==> src/rtl/pipeline_ctrl.sv <==
// Hazard and memory-wait controller for a 5-stage pipeline: stage enables and flushes.
// Optional stall counter output is enabled by defining PIPELINE_CTRL_STALL_COUNT_EN.
//
// state   | meaning
// RUN     | normal issue; hazards resolved combinationally each cycle
// MEMWAIT | data-RAM access in flight; wait_cnt==1 is the release cycle
module pipeline_ctrl #(
    parameter int unsigned MEM_WAIT = 1
) (
    input  logic       CLK,
    input  logic       RST,
    input  logic [2:0] idRx,
    input  logic [2:0] idRy,
    input  logic       idUseRx,
    input  logic       idUseRy,
    input  logic       exMemRead,
    input  logic       exRegWrite,
    input  logic [2:0] exDstReg,
    input  logic       exBranchTaken,
    input  logic       exJump,
    input  logic       memAccess,
    output logic       pcWrite,
    output logic       ifIdWrite,
    output logic       idExWrite,
    output logic       exMemWrite,
    output logic       ifIdFlush,
    output logic       idExFlush
`ifdef PIPELINE_CTRL_STALL_COUNT_EN
    ,
    output logic [15:0] stallCount
`endif
);

    typedef enum logic {
        RUN     = 1'b0,
        MEMWAIT = 1'b1
    } state_t;

    localparam logic [1:0] WAIT_LOAD = 2'(MEM_WAIT);

    state_t     state;
    logic [1:0] wait_cnt;
    logic       load_use;
    logic       redirect;
    logic       freeze;
    logic       complete;

    always_comb begin
        load_use = exMemRead & exRegWrite &
                   ((idUseRx & (idRx == exDstReg)) | (idUseRy & (idRy == exDstReg)));
        redirect = exBranchTaken | exJump;
        freeze   = 1'b0;
        complete = 1'b0;

        // A zero-wait access completes in the cycle it is presented.
        if (state == RUN) begin
            if (memAccess) begin
                if (MEM_WAIT == 0) complete = 1'b1;
                else               freeze   = 1'b1;
            end
        end else begin
            if (wait_cnt > 2'd1) freeze   = 1'b1;
            else                 complete = 1'b1;
        end

        pcWrite    = 1'b1;
        ifIdWrite  = 1'b1;
        idExWrite  = 1'b1;
        exMemWrite = 1'b1;
        ifIdFlush  = 1'b0;
        idExFlush  = 1'b0;

        if (RST) begin
            pcWrite    = 1'b0;
            ifIdWrite  = 1'b0;
            idExWrite  = 1'b0;
            exMemWrite = 1'b0;
            ifIdFlush  = 1'b1;
            idExFlush  = 1'b1;
        end else if (freeze) begin
            pcWrite    = 1'b0;
            ifIdWrite  = 1'b0;
            idExWrite  = 1'b0;
            exMemWrite = 1'b0;
        end else if (redirect) begin
            ifIdFlush = 1'b1;
            idExFlush = 1'b1;
        end else begin
            if (complete) begin
                pcWrite   = 1'b0;
                ifIdFlush = 1'b1;
            end
            // Load-use holds the IF/ID instruction, so it must not also be flushed.
            if (load_use) begin
                pcWrite   = 1'b0;
                ifIdWrite = 1'b0;
                ifIdFlush = 1'b0;
                idExFlush = 1'b1;
            end
        end
    end

    always_ff @(posedge CLK) begin
        if (RST) begin
            state    <= RUN;
            wait_cnt <= 2'd0;
        end else begin
            case (state)
                RUN: begin
                    if (memAccess && (MEM_WAIT != 0)) begin
                        state    <= MEMWAIT;
                        wait_cnt <= WAIT_LOAD;
                    end
                end
                MEMWAIT: begin
                    if (wait_cnt > 2'd1) begin
                        wait_cnt <= wait_cnt - 2'd1;
                    end else begin
                        state    <= RUN;
                        wait_cnt <= 2'd0;
                    end
                end
                default: begin
                    state    <= RUN;
                    wait_cnt <= 2'd0;
                end
            endcase
        end
    end

`ifdef PIPELINE_CTRL_STALL_COUNT_EN
    logic [15:0] stall_cnt;

    always_ff @(posedge CLK) begin
        if (RST) begin
            stall_cnt <= 16'd0;
        end else if (!pcWrite && (stall_cnt != 16'hFFFF)) begin
            stall_cnt <= stall_cnt + 16'd1;
        end
    end

    assign stallCount = stall_cnt;
`endif

endmodule

==> config.mk <==
export PLATFORM = sky130hd
export DESIGN_NAME = pipeline_ctrl
export DESIGN_NICKNAME = d
export VERILOG_FILES = /design/src/rtl/pipeline_ctrl.sv
export SDC_FILE = /design/constraint.sdc
export NUM_CORES = 1
export LEC_CHECK = 0
export CORE_AREA = 2 2 39 41
export DETAILED_ROUTE_END_ITERATION = 12
export DIE_AREA = 0 0 41 43
export PLACE_DENSITY = 0.57
export SLEW_MARGIN = 0
export SYNTH_ARGS = -nofsm -noshare
export SYNTH_HDL_FRONTEND = slang
export SYNTH_SLANG_ARGS = --single-unit
==> constraint.sdc <==
create_clock -name CLK -period 1.9 [get_ports CLK]
set_clock_uncertainty 0.05 [all_clocks]
set_input_delay 0.475 -clock CLK [delete_from_list [all_inputs] [get_ports CLK]]
set_output_delay 0.475 -clock CLK [all_outputs]
set_load 0.1 [all_outputs]
==> results of run 1 <==
[power breakdown]
group          switching [uW]  internal, uW
Clock                    30.1          78.5
Combinational             119           111
Sequential               3.01          65.8
Total                     152           255
[through the flow]
step / hold slack, ns / TNS [ns] / instances / cell area [um^2]
detailed placement: 0.503 / -2.99 / 85 / 719
global route: 0.538 / -0.814 / 90 / 795
floorplan: 0.468 / -0.644 / 37 / 345
global placement: 0.490 / -2.91 / 85 / 719
CTS: 0.508 / -0.601 / 90 / 787
finish: 0.504 / -0.510 / 90 / 795
[sequential cells by signal, indices dropped and copies added, names as in the netlist]
| name | count |
|---|---|
| state | 1 |
| wait_cnt | 2 |
[tightest hold or removal path, cell delays in order (launching register included)]
cell     delay [ns]
dfxtp_1        0.33
a21oi_1        0.13
nor2_1         0.04
[repair_timing]
| action | 4_1_cts | 5_1_grt |
|---|---|---|
| endpoints found under the setup margin | 6 | 6 |
| pin swaps | 14 | 5 |
| gates resized for setup | 63 | 5 |
| buffers inserted | 1 | 0 |
| cloned | 0 | 0 |
[kinds of logic (layout without fill, tap and decap cells)]
logic type | Yosys count | count (layout)
DFF | 3 | 3
and+or+nand+nor | 18 | 18
AOI/OAI and AO/OA | 6 | 6
buffers and inverters | 4 | 41
xor gates and xnor gates | 6 | 6
[cells in the mapped netlist]
cell type,number
a21oi_1,2
a21oi_2,1
a221o_1,1
a311oi_1,1
and3_1,1
buf_4,1
dfxtp_1,3
inv_1,3
nand2_1,2
nand2b_1,1
nand3_1,1
nand4_1,2
nor2_1,7
nor2b_1,1
nor2b_2,1
nor3_1,1
nor4_1,1
o21ai_0,1
xnor2_1,6
[area by class of cell]
class / instances / area share
tap: 16 / 0.0252
timing repair buffer: 34 / 0.472
multi-input combinational: 30 / 0.370
clock buffer: 4 / 0.0331
sequential: 3 / 0.0803
inverter: 3 / 0.0189
[layer usage]
layer  routed length [um]  global-route usage  up-vias  share of wire
met5                    0                   0        -              0
met2                  463               0.172        8           0.55
li1                     -                   -      201              -
met1                  345               0.129      161           0.41
met3                   39              0.0314        0          0.046
met4                    0              0.0600        0              0
[final timing paths]
kind	endpoint	slack [ns]	cells after the start
max reg2reg	wait_cnt[0]	0.93	4
max	ifIdFlush	-0.14	7
min reg2reg	wait_cnt[0]	0.50	2
min	wait_cnt[0]	0.50	2
==> results.tsv, run 1 <==
stage	metric	value	unit
yosys	cell count after synthesis	37	
die	die height	43	um
global_routing	grt total ovfl	0	
global_routing	first-pass GRT wire length	1310	um
die	core area	1380	um^2
die	Die X	41	um
detailed_routing	1st-pass router iterations	1	
finish	commonest cells after routing, fill and taps aside	buf_6, buf_4, buf_12	
setup_path	CP Cell Sequence	buf_6, xnor2_2, nand4_1, a21oi_2, buf_4, o21ai_4, buf_12	
timing	Worst Tran Pin Value	0.261	ns
timing	Slew HR	0.827	
run	Max-Cap Viols	0	
run_status	failing checks	negative setup slack	
placement	PortBufs	23	
power_and_ir_drop	VDD IR max	0.000372	V
clocking	cts hold-fix bufs	0	
finish	layout cell share with drive strength beyond 1	0.635	
detailed_routing	via count	370	
timing	Fin. Hold Viols	0	
min_path	hold_sp	wait_cnt[1]	
yosys	Synth warnings	0	
clocking	Num CTS Buffers	3	
finish	FF+latch area	63.8	um^2
timing	RSZ-0062 raised after global routing	true	
power_and_ir_drop	Design Power	407	uW
timing	final setup vio count	6	
run_status	status	complete, but fails checks	
power_and_ir_drop	Power Dens Cells	512	nW/um^2
yosys	post-synthesis xor/xnor area fraction	0.199	
detailed_routing	DR DRC count	0	
detailed_routing	DR WL/cell	9.41	um
timing	fin crit period	2.04	ns
setup_path	Crit. Startpoint	exDstReg[2]	
clocking	CTS tree	built	
finish	Fill cells	120	
setup_path	max incr delay on CP	0.26	ns
clocking	Max clock buf depth	2	
finish	# diodes	0	
die	Rows	14	
yosys	post-synthesis adder-cell area fraction	0	
clocking	clk sinks	3	
finish	P&R area growth vs syn	201	%
placement	Setup WS pre-CTS	-0.568	ns
setup_path	CP arrival	1.52	ns
setup_path	Top Family by Delay on Critical Path	buffers and inverters	
timing	final slew viol count	0	
yosys	Synthesized Nets	55	
placement	placer's final routability congestion estimate	0.712	
setup_path	Worst Setup Path Type	in2out	
die	# IOs	24	
global_routing	vias in the first global route	332	
clocking	clk slew on worst S/H paths	0.03	ns
yosys	sequential area share after synthesis	0.227	
finish	Multi-input gate area	294	um^2
detailed_routing	initial drt markers	0	
clocking	CTS H-Tree Depth	1	
global_routing	gr usage total	0.110	
yosys	Area contributors post-synth	dfxtp_1, xnor2_1, nor2_1	
setup_path	worst endpoint required time	1.37	ns
finish	# nets final	93	
yosys	Synth area leader	dfxtp_1	
yosys	Synth Cell Area	264	um^2
timing	final worst-path cycle share	1.07	
finish	post-layout util	0.574	
setup_path	reg2reg start	state	
detailed_routing	vias per cell	4.11	
yosys	Synth Register Bits	3	
min_path	Hold Crit Class	reg2reg	
die	die area	1760	um^2
yosys	Simple-Gate Fraction of Synth Area	0.341	
detailed_routing	total routed wirelength	847	um
global_routing	largest net degree at the start of global routing	5	
yosys	area share of the largest cell type after synthesis	0.227	
yosys	Synth Area in Compound Gates	0.161	
yosys	multiplexer area fraction after synthesis	0	
clocking	Root Driver	clkbuf_4	
detailed_routing	ANT nets after route	0	
setup_path	CP Capture Type	primary output	
yosys	Synth cell types	19	
timing	Worst Slack Setup Final	-0.142	ns
setup_path	Worst path slowest cell	a21oi_2	
placement	DP HPWL	742	um
timing	fmax	0.490	GHz
die	Initial Util	0.191	
global_routing	initial antenna violation count	0	
yosys	Avg Synthesized Cell Area	7.14	um^2
setup_path	startpoint types	input port	
power_and_ir_drop	LEAKAGE	0.000350	uW
setup_path	crit-path max FO	3	
yosys	main combinational cell family by area after synthesis	simple AND/OR/NAND/NOR gates	
clocking	Clk Latency, worst-skew pair	0.23	ns
setup_path	WP buf/inv	3	
Power figures use the tool's default switching activity.
==> inputs of run 2 (changes only) <==
GPL_TIMING_DRIVEN = 0   (was not set)
==> results.tsv, run 2 (synthesized netlist as in run 1, its figures left out) <==
stage	metric	value	unit
run_status	status	complete, but fails checks	
run_status	failing checks	negative setup slack	
power_and_ir_drop	Design Power	396	uW
timing	Fin. Hold Viols	0	
setup_path	WP buf/inv	1	
detailed_routing	total routed wirelength	861	um
finish	Largest Register	wait_cnt	
global_routing	gr usage total	0.115	
clocking	CTS tree	built	
timing	Worst Tran Pin Value	0.279	ns
timing	RSZ-0062 raised after global routing	true	
power_and_ir_drop	LEAKAGE	0.000315	uW
setup_path	worst endpoint required time	1.37	ns
global_routing	first-pass GRT wire length	1370	um
global_routing	initial antenna violation count	0	
detailed_routing	ANT nets after route	0	
finish	top flop regs	wait_cnt: 2 flops, state: 1 flops	
detailed_routing	DR WL/cell	10.4	um
detailed_routing	via count	348	
timing	fmax	0.491	GHz
finish	P&R area growth vs syn	182	%
timing	fin crit period	2.04	ns
min_path	Hold Crit Class	reg2reg	
finish	Layout Cells excl Fill	83	
finish	post-layout util	0.539	
finish	# diodes	0	
setup_path	CP Cell Sequence	nor2b_4, a21oi_4, and3_4, a221o_4, buf_12	
clocking	Clk Latency, worst-skew pair	0.23	ns
setup_path	CP Capture Type	primary output	
finish	# nets final	86	
setup_path	Worst Setup Path Type	reg2out	
setup_path	Worst path slowest cell	a221o_4	
setup_path	max incr delay on CP	0.41	ns
setup_path	crit-path max FO	3	
placement	placer's final routability congestion estimate	0.717	
global_routing	largest net degree at the start of global routing	7	
die	core area	1380	um^2
placement	DP HPWL	634	um
finish	commonest non-fill, non-tap cell in the layout	buf_6	
die	Die X	41	um
clocking	clk slew on worst S/H paths	0.04	ns
die	Rows	14	
timing	worst hold slack	0.504	ns
run	Max-Cap Viols	0	
placement	# placed instances	76	
finish	commonest cells after routing, fill and taps aside	buf_6, xnor2_2, nor2_1, dlygate4sd2_1	
setup_path	CP arrival	1.51	ns
clocking	CTS H-Tree Depth	1	
die	die height	43	um
clocking	clk sinks	3	
clocking	Num CTS Buffers	3	
clocking	Max clock buf depth	2	
placement	PortBufs	23	
die	Initial Util	0.191	
global_routing	vias in the first global route	372	
clocking	cts hold-fix bufs	0	
timing	Worst Slack Setup Final	-0.137	ns
detailed_routing	DR DRC count	0	
timing	final worst-path cycle share	1.07	
finish	layout cell share with drive strength beyond 1	0.642	
detailed_routing	1st-pass router iterations	1	
timing	final setup vio count	4	
timing	final slew viol count	0	
clocking	Root Driver	clkbuf_4	
detailed_routing	vias per cell	4.19	
power_and_ir_drop	VDD IR max	0.000388	V
setup_path	Top Family by Delay on Critical Path	compound AO/OA/AOI/OAI gates	
detailed_routing	initial drt markers	0	
power_and_ir_drop	Power Dens Cells	531	nW/um^2
setup_path	startpoint types	flop	
finish	max reg flops	2	
die	die area	1760	um^2
timing	Slew HR	0.816	
die	# IOs	24	
global_routing	grt total ovfl	0	
-- run 2: per-layer routing --
| metal | vias to the layer above | part of all wire | GRT usage |
|---|---|---|---|
| met3 | 0 | 0.035 | 0.0157 |
| met4 | 0 | 0 | 0.0800 |
| met1 | 152 | 0.34 | 0.125 |
| met5 | - | 0 | 0 |
| met2 | 8 | 0.62 | 0.191 |
| li1 | 188 | - | - |
-- run 2: path summary, 6_finish.rpt --
check / from / end / slack (ns) / cells after the start
max reg2reg: state / wait_cnt[0] / 0.91 / 4
min: wait_cnt[0] / wait_cnt[1] / 0.50 / 2
max: state / idExFlush / -0.14 / 5
min reg2reg: wait_cnt[0] / wait_cnt[1] / 0.50 / 2
-- run 2: where the power goes --
| group | leakage [uW] | switching [uW] | internal, uW |
|---|---|---|---|
| clock | 0.0000150 | 31.3 | 78.6 |
| combinational | 0.000275 | 119 | 98.8 |
| sequential | 0.0000253 | 2.83 | 65.8 |
-- run 2: per-stage QoR --
step | worst slack [ns] | cell area [um^2] | setup TNS [ns]
after floorplan | -0.420 | 345 | -0.644
after global placement | -1.40 | 596 | -7.89
after detailed placement | -1.41 | 596 | -7.91
after CTS | -0.145 | 714 | -0.476
after global routing | -0.184 | 746 | -0.616
final | -0.137 | 746 | -0.385
-- run 2: final cells by class --
cell class,instances,area (um^2)
buffer,1,11.3
clock buffer,4,26.3
fill,120,638
inverter,3,15.0
multi-input combinational,30,319
sequential,3,63.8
tap,16,20.0
timing repair buffer,26,290
-- run 2: what timing repair did --
item                       4_1_cts  5_1_grt
buffers inserted                 3        0
gates cloned                     0        0
resized for setup              110        7
pin swaps                       15        5
setup endpoints to repair        6        4
-- run 2: worst reg2reg max path: cells and delay by family (launching register included) --
kind / cells / cell delay, ns
DFF: 1 / 0.35
and+or+nand+nor: 2 / 0.19
AOI/OAI and AO/OA: 1 / 0.13
buffers and inverters: 1 / 0.16
